--- config.mk ---
export PLATFORM = sky130hd
export DESIGN_NAME = mem_instr_sync
export DESIGN_NICKNAME = d
export VERILOG_FILES = /design/src/rtl/mem_instr_sync.sv
export SDC_FILE = /design/constraint.sdc
export NUM_CORES = 2
export LEC_CHECK = 0
export BUFFER_PORTS_ARGS = -buffer_cell sky130_fd_sc_hd__buf_4
export CAP_MARGIN = 10
export CORE_AREA = 2 2 566 568
export DETAILED_ROUTE_END_ITERATION = 12
export DIE_AREA = 0 0 568 570
export PLACE_DENSITY_LB_ADDON = 0.25
export SLEW_MARGIN = 20
export SYNTH_ARGS = -nofsm -noshare
export SYNTH_HDL_FRONTEND = slang
export SYNTH_SLANG_ARGS = --single-unit
--- constraint.sdc ---
create_clock -name clk -period 2.5 [get_ports clk]
set_clock_uncertainty 0.05 [all_clocks]
set_input_delay 0.5 -clock clk [delete_from_list [all_inputs] [get_ports clk]]
set_output_delay 0.5 -clock clk [all_outputs]
set_load 0.005 [all_outputs]
--- src/rtl/mem_instr_sync.sv ---
// ---------------------------------------------------------------------------
// mem_instr_sync
//
// Clocked instruction memory for the fetch stage. It accepts one fetch
// request at a time, adds WAIT_STATES extra cycles to each fetch, and returns
// the word together with an error flag. A separate write port loads the
// program.
//
// Handshake: a fetch is accepted at a rising edge where ReadMem is low and
// busy is low. Its response is presented as a one-cycle rsp_valid pulse
// WAIT_STATES+1 cycles after acceptance. Dato_Instru and rsp_err are
// meaningful only while rsp_valid is high and hold their value otherwise.
// While busy is high, requests are ignored and are not queued.
//
// Ports
//   clk          rising-edge clock
//   rst_n        asynchronous active-low reset
//   ReadMem      fetch request, active-low
//   Dir_Instru   fetch byte address
//   Dato_Instru  fetched word (FILL_WORD on an erroneous fetch)
//   rsp_valid    one-cycle response strobe
//   rsp_err      fetch was out of range or misaligned (qualified by rsp_valid)
//   busy         a request presented now is ignored
//   wr_en        program-load write strobe, active-high
//   wr_addr      write byte address
//   wr_data      write data
//   dbg_state_o  current fetch FSM state (IDLE=0, WAIT=1, RESP=2)
// ---------------------------------------------------------------------------
module mem_instr_sync #(
  parameter int                DATA_W      = 32,
  parameter int                ADDR_W      = 32,
  parameter int                DEPTH       = 64,
  parameter logic [ADDR_W-1:0] BASE_ADDR   = ADDR_W'(32'h00400000),
  parameter int                WAIT_STATES = 0,
  parameter logic [DATA_W-1:0] FILL_WORD   = DATA_W'(32'hFFFFFFFF)
) (
  input  logic              clk,
  input  logic              rst_n,
  input  logic              ReadMem,
  input  logic [ADDR_W-1:0] Dir_Instru,
  output logic [DATA_W-1:0] Dato_Instru,
  output logic              rsp_valid,
  output logic              rsp_err,
  output logic              busy,
  input  logic              wr_en,
  input  logic [ADDR_W-1:0] wr_addr,
  input  logic [DATA_W-1:0] wr_data,
  output logic [1:0]        dbg_state_o
);

  localparam int BYTES = DATA_W / 8;
  localparam int OFF_W = $clog2(BYTES);
  localparam int IDX_W = $clog2(DEPTH);

  // Decode works one bit wider than the address so that an address below
  // the base shows up as a set top bit instead of wrapping into range.
  localparam logic [ADDR_W:0] BASE_EXT   = {1'b0, BASE_ADDR};
  localparam logic [ADDR_W:0] ALIGN_MASK = (ADDR_W+1)'(BYTES - 1);
  localparam logic [ADDR_W:0] DEPTH_EXT  = (ADDR_W+1)'(DEPTH);
  localparam logic [3:0]      CNT_LOAD   = 4'(WAIT_STATES - 1);

  typedef enum logic [1:0] {
    S_IDLE = 2'd0,
    S_WAIT = 2'd1,
    S_RESP = 2'd2
  } state_t;

  // Storage: not reset, so a loaded program survives a reset.
  logic [DATA_W-1:0] mem_q [DEPTH];

  state_t            state_q;
  logic [3:0]        cnt_q;
  logic [DATA_W-1:0] res_data_q;
  logic              res_err_q;
  logic [DATA_W-1:0] dato_q;
  logic              err_q;
  logic              rsp_valid_q;
  logic              busy_q;

  // ---------------------------------------------------------------------
  // Fetch address decode
  // ---------------------------------------------------------------------
  logic [ADDR_W:0]   fet_off_d;
  logic [ADDR_W:0]   fet_word_d;
  logic [IDX_W-1:0]  fet_idx_d;
  logic              fet_bad_d;
  logic [DATA_W-1:0] fet_data_d;

  always_comb begin
    fet_off_d  = {1'b0, Dir_Instru} - BASE_EXT;
    fet_word_d = fet_off_d >> OFF_W;
    fet_idx_d  = fet_word_d[IDX_W-1:0];
    // Underflow, misalignment or a word index at/after DEPTH. The full
    // word index is compared so high address bits never alias.
    fet_bad_d  = fet_off_d[ADDR_W]
               | (|(fet_off_d & ALIGN_MASK))
               | (fet_word_d >= DEPTH_EXT);
    fet_data_d = fet_bad_d ? FILL_WORD : mem_q[fet_idx_d];
  end

  // ---------------------------------------------------------------------
  // Write address decode
  // ---------------------------------------------------------------------
  logic [ADDR_W:0]  wr_off_d;
  logic [ADDR_W:0]  wr_word_d;
  logic [IDX_W-1:0] wr_idx_d;
  logic             wr_ok_d;

  always_comb begin
    wr_off_d  = {1'b0, wr_addr} - BASE_EXT;
    wr_word_d = wr_off_d >> OFF_W;
    wr_idx_d  = wr_word_d[IDX_W-1:0];
    wr_ok_d   = wr_en
              & ~wr_off_d[ADDR_W]
              & ~(|(wr_off_d & ALIGN_MASK))
              & (wr_word_d < DEPTH_EXT);
  end

  // Array write. The fetch path reads mem_q combinationally before this
  // edge updates it, so a same-edge write/fetch returns the old word.
  always_ff @(posedge clk) begin
    if (wr_ok_d) begin
      mem_q[wr_idx_d] <= wr_data;
    end
  end

  // ---------------------------------------------------------------------
  // Fetch FSM
  // ---------------------------------------------------------------------
  logic fetch_req_d;
  assign fetch_req_d = ~ReadMem;

  always_ff @(posedge clk or negedge rst_n) begin
    if (!rst_n) begin
      state_q     <= S_IDLE;
      cnt_q       <= '0;
      res_data_q  <= '0;
      res_err_q   <= 1'b0;
      dato_q      <= '0;
      err_q       <= 1'b0;
      rsp_valid_q <= 1'b0;
      busy_q      <= 1'b0;
    end else begin
      // Strobes are rebuilt every cycle from the state being entered.
      rsp_valid_q <= 1'b0;
      busy_q      <= 1'b0;
      case (state_q)
        S_IDLE, S_RESP: begin
          if (fetch_req_d) begin
            if (WAIT_STATES == 0) begin
              state_q     <= S_RESP;
              dato_q      <= fet_data_d;
              err_q       <= fet_bad_d;
              rsp_valid_q <= 1'b1;
            end else begin
              // Result is captured now; the array may change during WAIT.
              state_q    <= S_WAIT;
              cnt_q      <= CNT_LOAD;
              res_data_q <= fet_data_d;
              res_err_q  <= fet_bad_d;
              busy_q     <= 1'b1;
            end
          end else begin
            state_q <= S_IDLE;
          end
        end
        S_WAIT: begin
          if (cnt_q == 4'd0) begin
            state_q     <= S_RESP;
            dato_q      <= res_data_q;
            err_q       <= res_err_q;
            rsp_valid_q <= 1'b1;
          end else begin
            cnt_q  <= cnt_q - 4'd1;
            busy_q <= 1'b1;
          end
        end
        default: begin
          state_q <= S_IDLE;
        end
      endcase
    end
  end

  assign Dato_Instru = dato_q;
  assign rsp_err     = err_q;
  assign rsp_valid   = rsp_valid_q;
  assign busy        = busy_q;
  assign dbg_state_o = state_q;

endmodule
==> results by group <==
Synthesis
  • Register area share after synthesis: 78.7%
  • Synth top area cells: edfxtp_1 (78%), mux4_2 (14%), dfrtp_1 (1.1%)
  • Syn avg cell area: 22.8 um^2
  • Yosys cell types: 58
  • Cells after synthesis: 3,480
  • Post-synth top area share: 77.6%
  • Synth Warn #: 0
  • Ys async rst share: 1.63%
  • Most used DFF post-synth: edfxtp_1
  • Synthesized flop and latch total: 2,082
  • Mapped cell area: 79,200 um^2
  • Post-synth EDFFs: 2,048
  • Cell taking the most area after synthesis: edfxtp_1

CTS
  • Bufs on Longest Clock Path: 4
  • Number of buffers created by CTS: 221
  • Clock Root Buffer: clkbuf_16
  • Clock transition at path regs: 60 ps
  • TritonCTS clock tree: built
  • Htree depth: 4
  • Clock latency on the worst-skew pair: 890 ps
  • Clk sinks: 2,082

Critical path
  • Reg-to-Reg Start: mem_q[61][24]
  • Worst path arrival time: 3180 ps
  • Crit. Startpoint: Dir_Instru[2]
  • Worst R2R Path Depth: 7
  • CP max FO: 28
  • Critical path required time: 3180 ps
  • Setup crit end kind: register
  • Setup crit end: Dato_Instru[24]
  • Register-to-Register Setup Slack: 40 ps
  • Crit start category: primary input
  • Capturing point of the worst reg2reg path: Dato_Instru[24]
  • Bufs and invs on worst path: 4
  • Crit path largest cell delay: 590 ps
  • Levels on crit path: 8
  • Critical Path, Cell by Cell: buf_8, buf_4, buf_16, buf_12, mux4_2, a22oi_1, nand4b_1, o22a_1
  • Worst path top cell family by delay: buffers and inverters
  • Critical path class: primary input to register
  • Slowest CP cell: mux4_2

STA
  • Max-slew violations: 0
  • Max Clk Rate: 400 MHz
  • Worst setup margin: -1.61 ps
  • Part of the cycle the worst path needs: 100%
  • Worst Tran Pin Value: 923 ps
  • RSZ-0062 raised after global routing: yes
  • Setup TNS: -1.61 ps
  • Worst rel slew slack: 38.3%
  • Final min period: 2500 ps
  • Final Hold Fails: 0
  • Hold slack: 52.0 ps
  • Final setup viols: 1

Place
  • Post-DP Area: 92,100 um^2
  • DP Wirelength: 170 mm
  • PortBufs: 134
  • Placed Cells: 8,225
  • Final GP Congestion: 0.798

Cells and area
  • Filler instances: 30,300
  • Post-layout nets: 4,388
  • Share of cells above drive strength 1: 37.1%
  • Most frequent cells in the layout: edfxtp_1 (2,048), buf_4 (572), mux4_2 (481)
  • Area grow syn2layout: 25.5%
  • Commonest non-fill, non-tap cell in the layout: edfxtp_1
  • Final cell count without fillers: 8,652
  • Multi-input gate area: 16,400 um^2
  • Fin area: 99,400 um^2
  • Storage cell area: 62,300 um^2

Floorplan
  • Ports: 137
  • Die footprint: 324,000 um^2
  • Die X: 568 um
  • Core Box Area: 317,000 um^2
  • Chip height: 570 um
  • Rows: 207
  • Initial core utilization: 25.0%

Drt
  • Vias after detailed routing: 40,400
  • Routed wire length: 251 mm
  • DRC violations left: 0
  • 1st-iter DRT viols: 4,121
  • DR WL/cell: 29.1 um
  • Via density: 4.66
  • Initial DRT Pass Iterations: 7
  • Final ANT Viol Nets: 0

Global route
  • Largest net degree at the start of global routing: 65
  • Gr usage total: 15.3%
  • Grt ovf: 0
  • Vias in the first global route: 41,300
  • First-pass GRT wire length: 346 mm
  • Initial antenna violation count: 26

Run status
  • Run status: finished with violations
  • Violated checks: setup timing

Power
  • P_leak: 31.3 nW
  • P_int: 58.8 mW
  • Switching Power: 16.3 mW
  • Max IR drop VDD: 589 uV
  • Seq pwr share: 51.1%
  • Total power: 75.0 mW
  • Power per cell area: 755 nW/um^2
  • Clk pwr share: 43.2%
  • Switch share: 21.7%
  • Comb pwr share: 5.7%

Job
  • Max-Cap Viols: 0

Hold path
  • Hold WC Path Type: primary input to register
[per-layer routing]
metal	GRT usage, %	part of all wire (%)	vias to the layer above	routed length (um)
met5	0	0.0091	-	23
met4	3.09	2.0	4	5100
met3	2.81	6.1	284	15300
met2	25.4	48	1224	121000
met1	20.9	44	22200	109000
li1	-	-	16700	-
[stage by stage]
step | util, % | worst slack, ps
floorplan | - | -221
global placement | 29.0 | -1070
detailed placement | 29.0 | -1000
CTS | 31.3 | 19.1
global route | 31.3 | -27.6
finish | 31.3 | -1.61
[worst min-delay path by stage]
stage                               from             end  slack (ps)  depth (start not counted)
after floorplan                    rst_n  Dato_Instru[0]         150                          0
after global placement           rsp_err         rsp_err         500                          2
after detailed placement  Dato_Instru[8]  Dato_Instru[8]         500                          2
after CTS                    wr_data[28]    mem_q[9][28]           4                          1
after global routing         wr_data[20]   mem_q[39][20]          20                          1
final                        wr_data[19]   mem_q[27][19]          50                          1
[synth_stat cells (31+ instances only)]
library cell,count
o22ai_1,32
dfrtp_1,34
a221oi_1,53
nand2_1,38
a22oi_1,83
mux2i_1,76
mux4_2,481
buf_2,63
a22o_1,81
clkbuf_1,75
buf_4,32
edfxtp_1,2048
o21ai_0,31
nor2_1,101
[sequential cells by signal (all words and copies together), names as in the netlist]
register and count:
mem_q 2048, Dato_Instru 32, rsp_err 1, dbg_state_o 1
[repair_timing]
item | CTS | global route
endpoints found under the hold margin | 192 | 0
hold buffers | 15 | 0
resized for setup | 4 | 5
pin swaps | 0 | 3
setup endpoints to repair | 313 | 30
buffers inserted | 0 | 4
[power groups by stage]
stage                     Clock (mW)  Sequential [mW]  Combinational [mW]
after detailed placement           0             39.0                4.35
final                           32.4             38.3                4.31
after CTS                       33.2             38.3                4.38
after floorplan                    0             39.1                1.68
after global routing            34.5             38.3                4.54
after global placement             0             39.0                4.33
[cell families after synthesis]
group,Yosys count,share of synthesized area [%]
AOI/OAI and AO/OA,380,3.67
xor gates and xnor gates,3,0.0332
adders and majority gates,2,0.0316
buffers and inverters,209,1.36
DFF,2082,78.7
muxes,559,14.7
other,1,0.00473
and+or+nand+nor,244,1.54
[area by class of cell]
class | count | share of cell area, %
flip-flops and latches | 2082 | 62.7
multi-input cells | 1190 | 16.5
repair buffers | 781 | 8.34
clock buffers | 294 | 5.97
well taps | 4180 | 5.26
clock inverters | 107 | 1.12
inverters | 10 | 0.0554
diodes | 8 | 0.0201
[worst register-to-register path, delay by kind of cell, from the launching register on]
kind	cells	cell delay, ps
compound gates	3	620
buf+inv	2	340
flops	1	350
mux	1	490
simple gates	1	470
No activity file was read; power rests on OpenSTA's default activity.
